==> config.mk <==
export PLATFORM = sky130hd
export DESIGN_NAME = gate_bist
export DESIGN_NICKNAME = d
export VERILOG_FILES = /design/src/rtl/gate_bist.sv
export SDC_FILE = /design/constraint.sdc
export NUM_CORES = 1
export LEC_CHECK = 0
export CAP_MARGIN = 0
export CELL_PAD_IN_SITES_DETAIL_PLACEMENT = 0
export CELL_PAD_IN_SITES_GLOBAL_PLACEMENT = 1
export CORE_MARGIN = 5
export CORE_UTILIZATION = 30
export DETAILED_ROUTE_END_ITERATION = 7
export PLACE_DENSITY_LB_ADDON = 0.1
export REMOVE_ABC_BUFFERS = 1
export SLEW_MARGIN = 20
export SYNTH_ARGS = -nofsm -noshare
export SYNTH_HDL_FRONTEND = slang
export SYNTH_SLANG_ARGS = --single-unit
==> constraint.sdc <==
create_clock -name clk -period 4.2 [get_ports clk]
set_clock_uncertainty 0.15 [all_clocks]
set_input_delay 0.84 -clock clk [delete_from_list [all_inputs] [get_ports clk]]
set_output_delay 0.84 -clock clk [all_outputs]
set_load 0.1 [all_outputs]
==> src/rtl/gate_bist.sv <==
// Built-in self-test sequencer for a 2-input gate: sweeps vectors 00,01,10,11,
// compares the gate response against a 4-bit truth table and reports the result.
module gate_bist #(
  parameter int SETTLE_CYCLES = 1,
  parameter int PASSES        = 1,
  parameter int CNT_W         = 4
) (
  input  logic             clk,
  input  logic             resetN,
  input  logic             start,
  input  logic [3:0]       expected,
  input  logic             dutOut,
  output logic             inA,
  output logic             inB,
  output logic             busy,
  output logic             done,
  output logic             passed,
  output logic [CNT_W-1:0] failCount,
  output logic [1:0]       firstFailIdx,
  output logic             firstFailValid
);

  localparam int SET_W  = (SETTLE_CYCLES > 1) ? $clog2(SETTLE_CYCLES) : 1;
  localparam int PASS_W = (PASSES > 1) ? $clog2(PASSES) : 1;
  localparam logic [SET_W-1:0]  SETTLE_LAST = SET_W'(SETTLE_CYCLES - 1);
  localparam logic [PASS_W-1:0] PASS_LAST   = PASS_W'(PASSES - 1);

  typedef enum logic [1:0] {
    IDLE,
    SETTLE,
    SAMPLE,
    DONE
  } state_t;

  state_t             state, state_next;
  logic [3:0]         exp_reg, exp_next;
  logic [1:0]         idx, idx_next;
  logic [PASS_W-1:0]  pass_cnt, pass_next;
  logic [SET_W-1:0]   settle_cnt, settle_next;
  logic [CNT_W-1:0]   fail_next, fail_bumped;
  logic [1:0]         ffi_next;
  logic               ffv_next;
  logic               passed_next;
  logic               in_a_next, in_b_next;
  logic               mismatch;

  assign busy = (state == SETTLE) || (state == SAMPLE);
  assign done = (state == DONE);

  always_ff @(posedge clk) begin
    if (!resetN) begin
      state          <= IDLE;
      exp_reg        <= '0;
      idx            <= '0;
      pass_cnt       <= '0;
      settle_cnt     <= '0;
      failCount      <= '0;
      firstFailIdx   <= '0;
      firstFailValid <= 1'b0;
      passed         <= 1'b0;
      inA            <= 1'b0;
      inB            <= 1'b0;
    end else begin
      state          <= state_next;
      exp_reg        <= exp_next;
      idx            <= idx_next;
      pass_cnt       <= pass_next;
      settle_cnt     <= settle_next;
      failCount      <= fail_next;
      firstFailIdx   <= ffi_next;
      firstFailValid <= ffv_next;
      passed         <= passed_next;
      inA            <= in_a_next;
      inB            <= in_b_next;
    end
  end

  // The vector drive is registered, so the next vector is chosen here one edge ahead.
  always_comb begin
    state_next  = state;
    exp_next    = exp_reg;
    idx_next    = idx;
    pass_next   = pass_cnt;
    settle_next = settle_cnt;
    fail_next   = failCount;
    ffi_next    = firstFailIdx;
    ffv_next    = firstFailValid;
    passed_next = passed;
    in_a_next   = inA;
    in_b_next   = inB;

    mismatch    = (dutOut != exp_reg[idx]);
    fail_bumped = (mismatch && !(&failCount)) ? failCount + CNT_W'(1) : failCount;

    case (state)
      IDLE: begin
        in_a_next = 1'b0;
        in_b_next = 1'b0;
        if (start) begin
          exp_next    = expected;
          idx_next    = '0;
          pass_next   = '0;
          settle_next = '0;
          fail_next   = '0;
          ffi_next    = '0;
          ffv_next    = 1'b0;
          passed_next = 1'b0;
          state_next  = SETTLE;
        end
      end

      SETTLE: begin
        if (settle_cnt == SETTLE_LAST) begin
          state_next = SAMPLE;
        end else begin
          settle_next = settle_cnt + SET_W'(1);
        end
      end

      SAMPLE: begin
        fail_next   = fail_bumped;
        settle_next = '0;
        if (mismatch && !firstFailValid) begin
          ffi_next = idx;
          ffv_next = 1'b1;
        end
        if (idx != 2'd3) begin
          idx_next   = idx + 2'd1;
          in_a_next  = idx_next[1];
          in_b_next  = idx_next[0];
          state_next = SETTLE;
        end else begin
          idx_next  = '0;
          in_a_next = 1'b0;
          in_b_next = 1'b0;
          if (pass_cnt != PASS_LAST) begin
            pass_next  = pass_cnt + PASS_W'(1);
            state_next = SETTLE;
          end else begin
            passed_next = (fail_bumped == '0);
            state_next  = DONE;
          end
        end
      end

      DONE: begin
        state_next = IDLE;
      end

      default: begin
        state_next = IDLE;
      end
    endcase
  end

endmodule

---- Yosys cells after proc, flatten, opt, wreduce, memory -nomap -nowiden ----
Index checks and enable logic that the tools add are counted.
storage, ports and cells
  register bits after elaboration ......... 20
  latch bits .............................. 0
  bits in writable memories ............... 0
  ROM bits ................................ 0
  input port bits ......................... 8
  output and inout port bits .............. 12
  memories kept ........................... 0
operators by class
  add/subtract/negate cells ............... 4
  multiply operators ...................... 0
  div/mod/pow operators ................... 0
  order comparisons ....................... 1
  equal/unequal tests ..................... 10
  shifts and indexed selects .............. 0
  multiplexer cells ....................... 30
  bitwise operators ....................... 0
  reduce and logical (&&, ||, !) cells .... 17
operators with widths
  cell                                                                          number
  2-bit two-way mux                                                             7
  1-bit two-way mux                                                             10
  2-bit != test, second input constant                                          5
  1-bit one-hot mux with 2 select lines                                         5
  4-bit two-way mux                                                             2
  2-bit one-hot mux with 2 select lines                                         2
  2-bit one-hot mux with 4 select lines                                         1
  4-bit one-hot mux with 2 select lines                                         1
  2-bit AND reduction                                                           4
  4-bit AND reduction                                                           2
  3-bit AND reduction                                                           2
  4-bit by 1-bit adder with 4-bit output, second input constant                 1
  2-bit == test, second input constant                                          2
  4-bit logical NOT                                                             1
  2-bit by 3-bit less-than comparator with 1-bit output, second input constant  1
  1-bit one-hot mux with 3 select lines                                         1
  3-bit nonzero test                                                            1
  1-bit adder, second input constant                                            2
  2-bit by 1-bit adder with 2-bit output, second input constant                 1
  1-bit binary-select mux with 2-bit select                                     1
  2-bit by 1-bit == test with 1-bit output, second input constant               1
  1-bit logical AND                                                             2
  1-bit logical NOT                                                             2
  2-bit logical NOT                                                             1
  other kinds (4)                                                               4

---- Logic depth before layout (Yosys ltp) ----
Gate-level depths: netlist (run 1).
  depth after elaboration ................. 9
  mapped depth ............................ 8
  mapped depth without buffers ............ 7

---- Least setup slack after synthesis (run 1) ----
Ideal clock, no wire load.
  path type ............................... reg2reg
  from .................................... reg failCount[0]
  to ...................................... reg passed
  library setup time ...................... 121 ps
  arrival ................................. 2004 ps
  slack ................................... 1925 ps
  cell stages (with the launch flop) ...... 6
  cells stage by stage .................... dfxtp_1 > ha_1 > nand3_1 > and4_1 > o2111ai_1 > o21ai_1
between the ends
  longest elaborated chain between the ends .. 8
  elaborated cells between the ends (all ways) .. 9
  classes of those cells .................. add/sub (1); mux (4); reduce/logical (4)
ends and longest elaborated chain
  element                                                                                         line  source
  start, declared                                                                                 18    output logic [CNT_W-1:0] failCount,
  start signal, assigned                                                                          69    failCount <= fail_next;
  parallel branches: the longest is 3 deep, another holds 4-bit by 1-bit adder with 4-bit output  n/a
  4-bit two-way mux (*)                                                                           93    fail_bumped = (mismatch && !(&failCount)) ? failCount + CNT_W'(1) : failCount;
  4-bit logical NOT (*)                                                                           140   passed_next = (fail_bumped == '0);
  1-bit two-way mux (*)                                                                           136   if (pass_cnt != PASS_LAST) begin
  1-bit two-way mux (*)                                                                           127   if (idx != 2'd3) begin
  1-bit one-hot mux with 2 select lines (*)                                                       95    case (state)
  end signal, assigned                                                                            72    passed <= passed_next;
  end, declared                                                                                   17    output logic passed,
Mark *: on every way between the ends. The select of a mux whose other input is x is not followed.
A chain may end at the register's enable or synchronous reset.

---- Worst setup path in the final report (run 1) ----
  from .................................... reg state[0]
  to ...................................... out busy
between the ends
  longest elaborated chain between the ends .. 2
  elaborated cells between the ends (all ways) .. 3
  classes of those cells .................. eq/ne (2); reduce/logical (1)
ends and longest elaborated chain
  element                                                                    line  source
  start, declared                                                            35    state_t state, state_next;
  start signal, assigned                                                     64    state <= state_next;
  2-bit by 1-bit == test with 1-bit output or 2-bit == test (tied branches)  47    assign busy = (state == SETTLE) || (state == SAMPLE);
  1-bit logical OR (*)                                                       47
  end, declared                                                              15    output logic busy,
Mark *: on every way between the ends. The rest lies on a longest branch, timed or not.

==> flow_summary.yaml, run 1 <==
power:
  leakage_nw: 0.476
  vdd_drop_max_mv: 0.193
  cellPowerDensity_nw_per_um2: 332
global_routing:
  antenna_found_initial: 0
  grtUsageTotal: 0.121
  grt_pass1_vias: 892
  grt_max_degree: 20
  grt_pass1_wl_um: 4210
  grt_overflow: 0
finish:
  diodes: 0
  final_util: 0.390
  final_area_um2: 1290
  area_growth_pct: 26.3
  nFillCells: 359
  layout-drive-gt1-share: 0.0441
  fin_nets: 151
clocking:
  clock_path_buffers: 2
  post_cts_buffers: 0
  post_cts_resized: 0
  clock_latency_ns: 0.30
  clk_pin_slew_ns: 0.11
  cts_num_sinks: 18
  htreeDepth: 1
  cts-root-buf: "clkbuf_4"
  cts_buffers: 3
  cts_tree: "built"
  holdBufCountCts: 0
sta:
  finalHoldViolations: 0
  max_freq_ghz: 0.314
  tns_ns: 0
  relSlewSlack: 0.342
  period_share: 0.759
  rsz0062_at_grt: "false"
  period_needed_ns: 3.19
  setup_viol: 0
  slew_viol_final: 0
  tightest_slew_ns: 0.984
  layout_setup_ws_ns: 1.01
synth:
  syn_area_um2: 1020
  synthSimpleGateAreaFrac: 0.251
  ys_async_sr_fraction: 0
  synth_fa_ha_area_frac: 0.0735
  synth_area_leaders: "dfxtp_1 (35%), ha_1 (7.4%), mux2i_1 (4.9%), a21boi_0 (4.4%), nand2_1 (4.4%)"
  synth_compound_area_frac: 0.210
  ys_seq_area_frac: 0.353
  syn_inst: 117
  synth_top_area_share: 0.353
  ys_seq_elements: 18
  yosys-top-cells-count: "dfxtp_1 (18), nand2_1 (12), nand3_1 (7)"
  synth.distinct_cells: 34
  synth_most_common_cell: "dfxtp_1"
  yosysWarnings: 0
  synth_top_family_by_area: "simple AND/OR/NAND/NOR gates"
  synth-edff-count: 0
  syn_area_per_cell_um2: 8.73
  synth_top_cell_by_area: "dfxtp_1"
  synthXorXnorAreaFrac: 0.00858
  synth_flop_cell: "dfxtp_1"
  muxShareOfSynthArea: 0.0784
hold_path:
  hold_class: "reg -> reg"
routing:
  drt-met1-wl_um: 1240
  drc_errors: 0
  wire_per_inst_um: 13.7
  routed.top_layer: "met4"
  ant_nets: 0
  via_per_inst: 5.06
  routed_wl_um: 2490
  dr_total_vias: 921
  drt_iter0_markers: 39
  drtPass1Iterations: 4
  wl_met2_um: 1130
  wl_met3_um: 93
setup_path:
  startpoint_type: "flop"
  worstPathArrival_ns: 2.20
  critPathKind: "reg -> out"
  worst_setup_path_end_kind: "primary output"
  crit_required_ns: 3.21
  crit_fanout: 4
floorplan:
  fp.coreArea_um2: 3310
  die-width_um: 68.3
  die_h_um: 68.3
  die_area_um2: 4670
  pin_count: 20
  start_util: 0.308
  rows: 21
placement:
  port_buffers: 19
  gp_congestion: 0.770
  dp_slack_ns: 1.37
  dp_hpwl_um: 1850
  dpl_cell_area_um2: 1250
flow_run:
  max-cap-violations: 0
outcome:
  outcome: "finished, final reports clean"
[per-stage QoR]
step	power, mW	cells	hold WS, ns
after floorplan	0.286	113	0.293
after global placement	0.321	178	0.306
after detailed placement	0.321	178	0.312
after CTS	0.436	182	0.328
after global routing	0.454	182	0.349
final	0.429	182	0.325
[path summary, 6_finish.rpt]
path                              to  slack, ns  cells after the start                     from
max                             busy       1.01                      3    state[0]$_SDFFE_PN0N_
min          exp_reg[3]$_SDFFE_PN0P_       0.33                      2  exp_reg[3]$_SDFFE_PN0P_
max reg2reg      passed$_SDFFE_PN0P_       2.02                      5      idx[1]$_SDFFE_PN0P_
min reg2reg  exp_reg[3]$_SDFFE_PN0P_       0.33                      2  exp_reg[3]$_SDFFE_PN0P_
[cell type report]
cell class | count | area (µm²) | share of cell area
Timing Repair Buffer | 19 | 190 | 0.147
Multi-Input combinational cell | 92 | 634 | 0.492
Clock buffer | 4 | 36.3 | 0.0281
Inverter | 3 | 11.3 | 0.00873
Sequential cell | 18 | 360 | 0.279
Tap cell | 46 | 57.6 | 0.0446
[critical path, stage by stage, from the launching register on]
cell             delay (ns)
dfxtp_1                0.39
inv_1                  0.10
ha_1                   0.28
clkdlybuf4s50_1        1.12
[kinds of logic after synthesis]
logic type | after synthesis
simple gates | 48
buf+inv | 7
flops | 18
compound gates | 30
fa+ha+maj | 6
mux | 7
xor+xnor | 1
[cells in the final DEF (no fill, tap or decap), types with 3 or more instances in the layout]
cell type        instances
a21boi_0                 6
a21oi_1                  5
and2_1                   4
clkbuf_4                 3
clkdlybuf4s50_1         19
dfxtp_1                 18
ha_1                     6
inv_1                    3
mux2i_1                  5
nand2_1                 12
nand2b_1                 4
nand3_1                  7
nor2_1                   5
nor2b_1                  6
nor3b_1                  3
o21a_1                   3
[routing by layer]
| metal | vias up | GRT usage |
|---|---|---|
| met1 | 435 | 0.155 |
| met3 | 4 | 0.0279 |
| met5 | - | 0 |
| met4 | 0 | 0.0521 |
| li1 | 468 | - |
| met2 | 14 | 0.193 |
[where the power goes]
group          internal [mW]  switching (mW)
Combinational         0.0415          0.0881
Clock                 0.0529          0.0602
Sequential             0.179         0.00686
Total                  0.274           0.155
No activity file was read; power rests on OpenSTA's default activity.
==> run 2, diff against run 1 <==
==> constraint.sdc (replaced) <==
create_clock -name clk -period 2.9 [get_ports clk]
set_clock_uncertainty 0.15 [all_clocks]
set_input_delay 0.58 -clock clk [delete_from_list [all_inputs] [get_ports clk]]
set_output_delay 0.58 -clock clk [all_outputs]
set_load 0.1 [all_outputs]
==> run 2 against run 1 <==
Against the previous run: worst setup slack worse by 0.31 ns; die area stayed put; critical path depth increased by 3; critical path type is now in -> reg; critical endpoint is now failCount[2]$_SDFFE_PN0P_.
==> flow_summary.yaml, run 2 (same netlist as run 1, synthesis figures left out) <==
outcome:
  outcome: "finished, final reports clean"
clocking:
  clock_path_buffers: 2
  clock_latency_ns: 0.29
  cts_buffers: 3
  post_cts_buffers: 0
  post_cts_resized: 0
  htreeDepth: 1
  cts_num_sinks: 18
  cts-root-buf: "clkbuf_4"
  holdBufCountCts: 0
  cts_tree: "built"
  clk_pin_slew_ns: 0.11
flow_run:
  max-cap-violations: 0
routing:
  via_per_inst: 5.05
  dr_total_vias: 920
  drtPass1Iterations: 4
  ant_nets: 0
  drc_errors: 0
  drt_iter0_markers: 46
  routed_wl_um: 2520
  wire_per_inst_um: 13.8
global_routing:
  grt_pass1_wl_um: 4370
  grtUsageTotal: 0.126
  antenna_found_initial: 0
  grt_max_degree: 20
  grt_overflow: 0
  grt_pass1_vias: 908
setup_path:
  reg2reg_slack_ns: 0.71
  rr_startpoint: "idx[1]$_SDFFE_PN0P_"
  worst_setup_path_end_kind: "flop"
  path_cells: "clkdlybuf4s50_1 > nor2b_1 > mux2_4 > nor4_1 > o31ai_1 > and2_1"
  critPathKind: "in -> reg"
  crit_buf_inv: 1
  cp_top_family: "simple AND/OR/NAND/NOR gates"
  rr_endpoint: "failCount[2]$_SDFFE_PN0P_"
  startpoint_type: "input pin"
  crit_required_ns: 2.95
  crit_fanout: 5
  slowest_delay_ns: 0.49
  worstPathArrival_ns: 2.25
  crit_slowest_cell: "clkdlybuf4s50_1"
  rr_worst_depth: 5
floorplan:
  pin_count: 20
  rows: 21
  die-width_um: 68.3
  fp.coreArea_um2: 3310
  start_util: 0.308
  die_h_um: 68.3
  die_area_um2: 4670
sta:
  max_freq_ghz: 0.454
  relSlewSlack: 0.581
  finalHoldViolations: 0
  tightest_slew_ns: 0.626
  rsz0062_at_grt: "false"
  slew_viol_final: 0
  period_share: 0.759
  setup_viol: 0
  fin_hold_ws_ns: 0.328
  period_needed_ns: 2.20
  layout_setup_ws_ns: 0.698
  tns_ns: 0
finish:
  fin_nets: 152
  layout-drive-gt1-share: 0.132
  diodes: 0
  area_growth_pct: 22.8
  final_cells: 182
  final_cell_mix: "dfxtp_1 (18), buf_4 (13), nand2_1 (12)"
  nFillCells: 372
  final_util: 0.379
  final_common_cell: "dfxtp_1"
hold_path:
  hold_end: "exp_reg[0]$_SDFFE_PN0P_"
  whs_path_depth: 2
  min-delay-start: "exp_reg[0]$_SDFFE_PN0P_"
  hold_class: "reg -> reg"
placement:
  dp_hpwl_um: 1890
  place_inst: 179
  port_buffers: 19
  dp_slack_ns: 0.394
  gp_congestion: 0.756
power:
  switching_power_mw: 0.220
  clock_power_share: 0.219
  swShare: 0.373
  vdd_drop_max_mv: 0.376
  p_int_mw: 0.369
  seqPwrFrac: 0.458
  cellPowerDensity_nw_per_um2: 469
  leakage_nw: 0.497
  power_frac_comb: 0.323
## run 2: cell count changes in the layout (fill, tap and decap cells not counted)
cell,before,now
clkbuf_8,1,0
clkdlybuf4s50_1,19,7
buf_4,0,13
## run 2: cell type report
| cell class | count | area (µm²) | share of cell area |
|---|---|---|---|
| tap | 46 | 57.6 | 0.0459 |
| clock buffer | 3 | 22.5 | 0.0180 |
| inverter | 3 | 11.3 | 0.00898 |
| timing repair buffer | 20 | 168 | 0.134 |
| multi-input combinational | 92 | 634 | 0.506 |
| sequential | 18 | 360 | 0.287 |
## run 2: power groups by stage
stage / combinational, mW / sequential [mW] / clock (mW)
5_1_grt: 0.210 / 0.272 / 0.146
4_1_cts: 0.193 / 0.269 / 0.140
3_3_place_gp: 0.191 / 0.275 / 0
3_5_place_dp: 0.192 / 0.275 / 0
6_report: 0.190 / 0.270 / 0.129
2_1_floorplan: 0.126 / 0.288 / 0
## run 2: routing by layer
metal,wire length [µm],global-route usage,up-vias
li1,-,-,468
met1,1270,0.175,433
met2,1110,0.188,17
met3,114,0.0411,2
met4,18,0.0298,0
met5,0,0,-
## run 2: per-stage QoR
stage | area, µm² | power (mW)
detailed placement | 1230 | 0.468
global placement | 1230 | 0.465
floorplan | 1010 | 0.414
finish | 1250 | 0.589
global route | 1250 | 0.628
CTS | 1250 | 0.602
## run 2: how the worst max path moves through the flow
stage	from	end	slack, ns	depth (start not counted)
6_report	dutOut	failCount[2]$_SDFFE_PN0P_	0.70	6
5_1_grt	idx[1]$_SDFFE_PN0P_	failCount[1]$_SDFFE_PN0P_	0.53	5
4_1_cts	idx[1]$_SDFFE_PN0P_	failCount[3]$_SDFFE_PN0P_	0.69	5
3_5_place_dp	dutOut	firstFailIdx[0]$_SDFFE_PN0P_	0.39	6
3_3_place_gp	dutOut	failCount[3]$_SDFFE_PN0P_	0.41	6
2_1_floorplan	failCount[0]$_SDFFE_PN0P_	passed$_SDFFE_PN0P_	0.62	5
## run 2: tightest hold or removal path: stages (launching register included)
cell and delay, ns:
dfxtp_1 0.33, nand2_1 0.05, a21boi_0 0.07
==> run 3, diff against run 2 <==
==> constraint.sdc (replaced) <==
create_clock -name clk -period 2.2 [get_ports clk]
set_clock_uncertainty 0.15 [all_clocks]
set_input_delay 0.44 -clock clk [delete_from_list [all_inputs] [get_ports clk]]
set_output_delay 0.44 -clock clk [all_outputs]
set_load 0.1 [all_outputs]
==> run 3 against run 2 <==
Against the previous run: critical path depth is the same; cell area grew 12%; non-clock buffer count grew 8; hold slack gained 0.0029 ns; register-to-register slack lost 0.54 ns; combinational power grew 58%; sequential power grew 31%; largest cell class unchanged.
==> flow_summary.yaml, run 3 (same netlist as run 1, synthesis figures left out) <==
clocking:
  cts-root-buf: "clkbuf_4"
  clk_pin_slew_ns: 0.11
  cts_num_sinks: 18
  clock_latency_ns: 0.30
  holdBufCountCts: 0
  cts_buffers: 3
  htreeDepth: 1
  clock_path_buffers: 2
  cts_tree: "built"
sta:
  finalHoldViolations: 0
  tightest_slew_ns: 0.503
  slew_viol_final: 0
  relSlewSlack: 0.658
  period_needed_ns: 2.03
  setup_viol: 0
  max_freq_ghz: 0.492
  period_share: 0.925
  rsz0062_at_grt: "false"
setup_path:
  slowest_delay_ns: 0.48
  path_cells: "clkdlybuf4s50_1 > nor2b_1 > mux2_4 > nor4_1 > o31ai_1 > and2_1"
  rr_endpoint: "failCount[2]$_SDFFE_PN0P_"
  crit_buf_inv: 1
  worstPathArrival_ns: 2.09
  crit_required_ns: 2.25
  rr_startpoint: "idx[1]$_SDFFE_PN0P_"
  cp_top_family: "simple AND/OR/NAND/NOR gates"
  crit_slowest_cell: "clkdlybuf4s50_1"
  rr_worst_depth: 5
  startpoint_type: "input pin"
  critPathKind: "in -> reg"
  crit_fanout: 5
  reg2reg_slack_ns: 0.17
  worst_setup_path_end_kind: "flop"
power:
  p_total_mw: 0.869
  swShare: 0.351
  p_int_mw: 0.564
  switching_power_mw: 0.305
  seqPwrFrac: 0.409
  leakage_nw: 0.548
  clock_power_share: 0.244
  power_frac_comb: 0.347
  cellPowerDensity_nw_per_um2: 617
  vdd_drop_max_mv: 0.420
routing:
  wire_per_inst_um: 13.6
  dr_total_vias: 952
  drt_iter0_markers: 41
  routed_wl_um: 2600
  drtPass1Iterations: 4
  via_per_inst: 4.98
  ant_nets: 0
  drc_errors: 0
placement:
  gp_congestion: 0.843
  port_buffers: 19
  dp_hpwl_um: 1970
floorplan:
  die-width_um: 68.3
  die_area_um2: 4670
  fp.coreArea_um2: 3310
  start_util: 0.308
  die_h_um: 68.3
  rows: 21
  pin_count: 20
finish:
  final_common_cell: "dfxtp_1"
  layout-drive-gt1-share: 0.228
  fin_nets: 160
  diodes: 0
  nFillCells: 356
  final_cell_mix: "dfxtp_1 (17), buf_4 (16), nand2_1 (12)"
  area_growth_pct: 38.1
  final_util: 0.426
hold_path:
  whs_path_depth: 2
  hold_end: "exp_reg[3]$_SDFFE_PN0P_"
  min-delay-start: "exp_reg[3]$_SDFFE_PN0P_"
  hold_class: "reg -> reg"
global_routing:
  grt_pass1_vias: 984
  grt_overflow: 0
  antenna_found_initial: 0
  grt_max_degree: 15
  grt_pass1_wl_um: 4440
  grtUsageTotal: 0.127
flow_run:
  max-cap-violations: 0
outcome:
  outcome: "finished, final reports clean"
run 3: cell count changes in the layout (fill, tap and decap cells not counted), sizes merged:
cell    change
buf         +8
clkbuf      +1
run 3: worst max-delay path by stage:
| stage | from | end | slack (ns) | cells past startpoint |
|---|---|---|---|---|
| finish | dutOut | failCount[2]$_SDFFE_PN0P_ | 0.17 | 6 |
| global placement | dutOut | firstFailIdx[1]$_SDFFE_PN0P_ | -0.1 | 6 |
| global route | idx[1]$_SDFFE_PN0P_ | failCount[2]$_SDFFE_PN0P_ | 0.09 | 5 |
| floorplan | failCount[0]$_SDFFE_PN0P_ | passed$_SDFFE_PN0P_ | -0.08 | 5 |
| detailed placement | dutOut | firstFailIdx[1]$_SDFFE_PN0P_ | -0.12 | 6 |
| CTS | idx[1]$_SDFFE_PN0P_ | firstFailIdx[1]$_SDFFE_PN0P_ | 0.06 | 5 |
run 3: metrics by stage:
step           hold slack (ns)  worst slack, ns  area [µm²]  std cells  TNS, ns
3_3_place_gp             0.306          -0.0966        1350        187   -0.355
6_report                 0.331            0.166        1410        191        0
3_5_place_dp             0.309           -0.120        1350        187   -0.506
2_1_floorplan            0.293          -0.0752        1010        113  -0.0752
4_1_cts                  0.325           0.0597        1390        191        0
5_1_grt                  0.370           0.0919        1410        191        0
run 3: power by group through the flow:
stage | Combinational [mW] | Sequential [mW] | Clock (mW)
finish | 0.301 | 0.355 | 0.213
global route | 0.326 | 0.359 | 0.232
CTS | 0.297 | 0.354 | 0.222
detailed placement | 0.296 | 0.362 | 0
global placement | 0.294 | 0.362 | 0
floorplan | 0.166 | 0.380 | 0
run 3: area by class of cell:
| cell class | instances | area [µm²] | share of cell area |
|---|---|---|---|
| clock buffer | 4 | 36.3 | 0.0257 |
| timing repair buffer | 28 | 290 | 0.206 |
| tap | 46 | 57.6 | 0.0408 |
| inverter | 3 | 11.3 | 0.00799 |
| sequential | 18 | 362 | 0.256 |
| multi-input combinational | 92 | 653 | 0.463 |
run 3: tightest hold or removal path: stages, from the launching register on:
cell      delay, ns
dfxtp_1        0.33
nand2_1        0.05
a21boi_0       0.06
run 3: routing by layer:
layer,GRT usage,vias up,share of wire
met1,0.173,444,0.50
met5,0,-,0
met3,0.0378,4,0.042
met2,0.196,23,0.45
met4,0.0273,0,0.0085
li1,-,481,-
run 3: repair_timing:
action | CTS | global route
endpoints found under the setup margin | 0 | 7
endpoints found under the hold margin | 0 | 0
gates resized for setup | 0 | 6
buffers inserted | 0 | 0
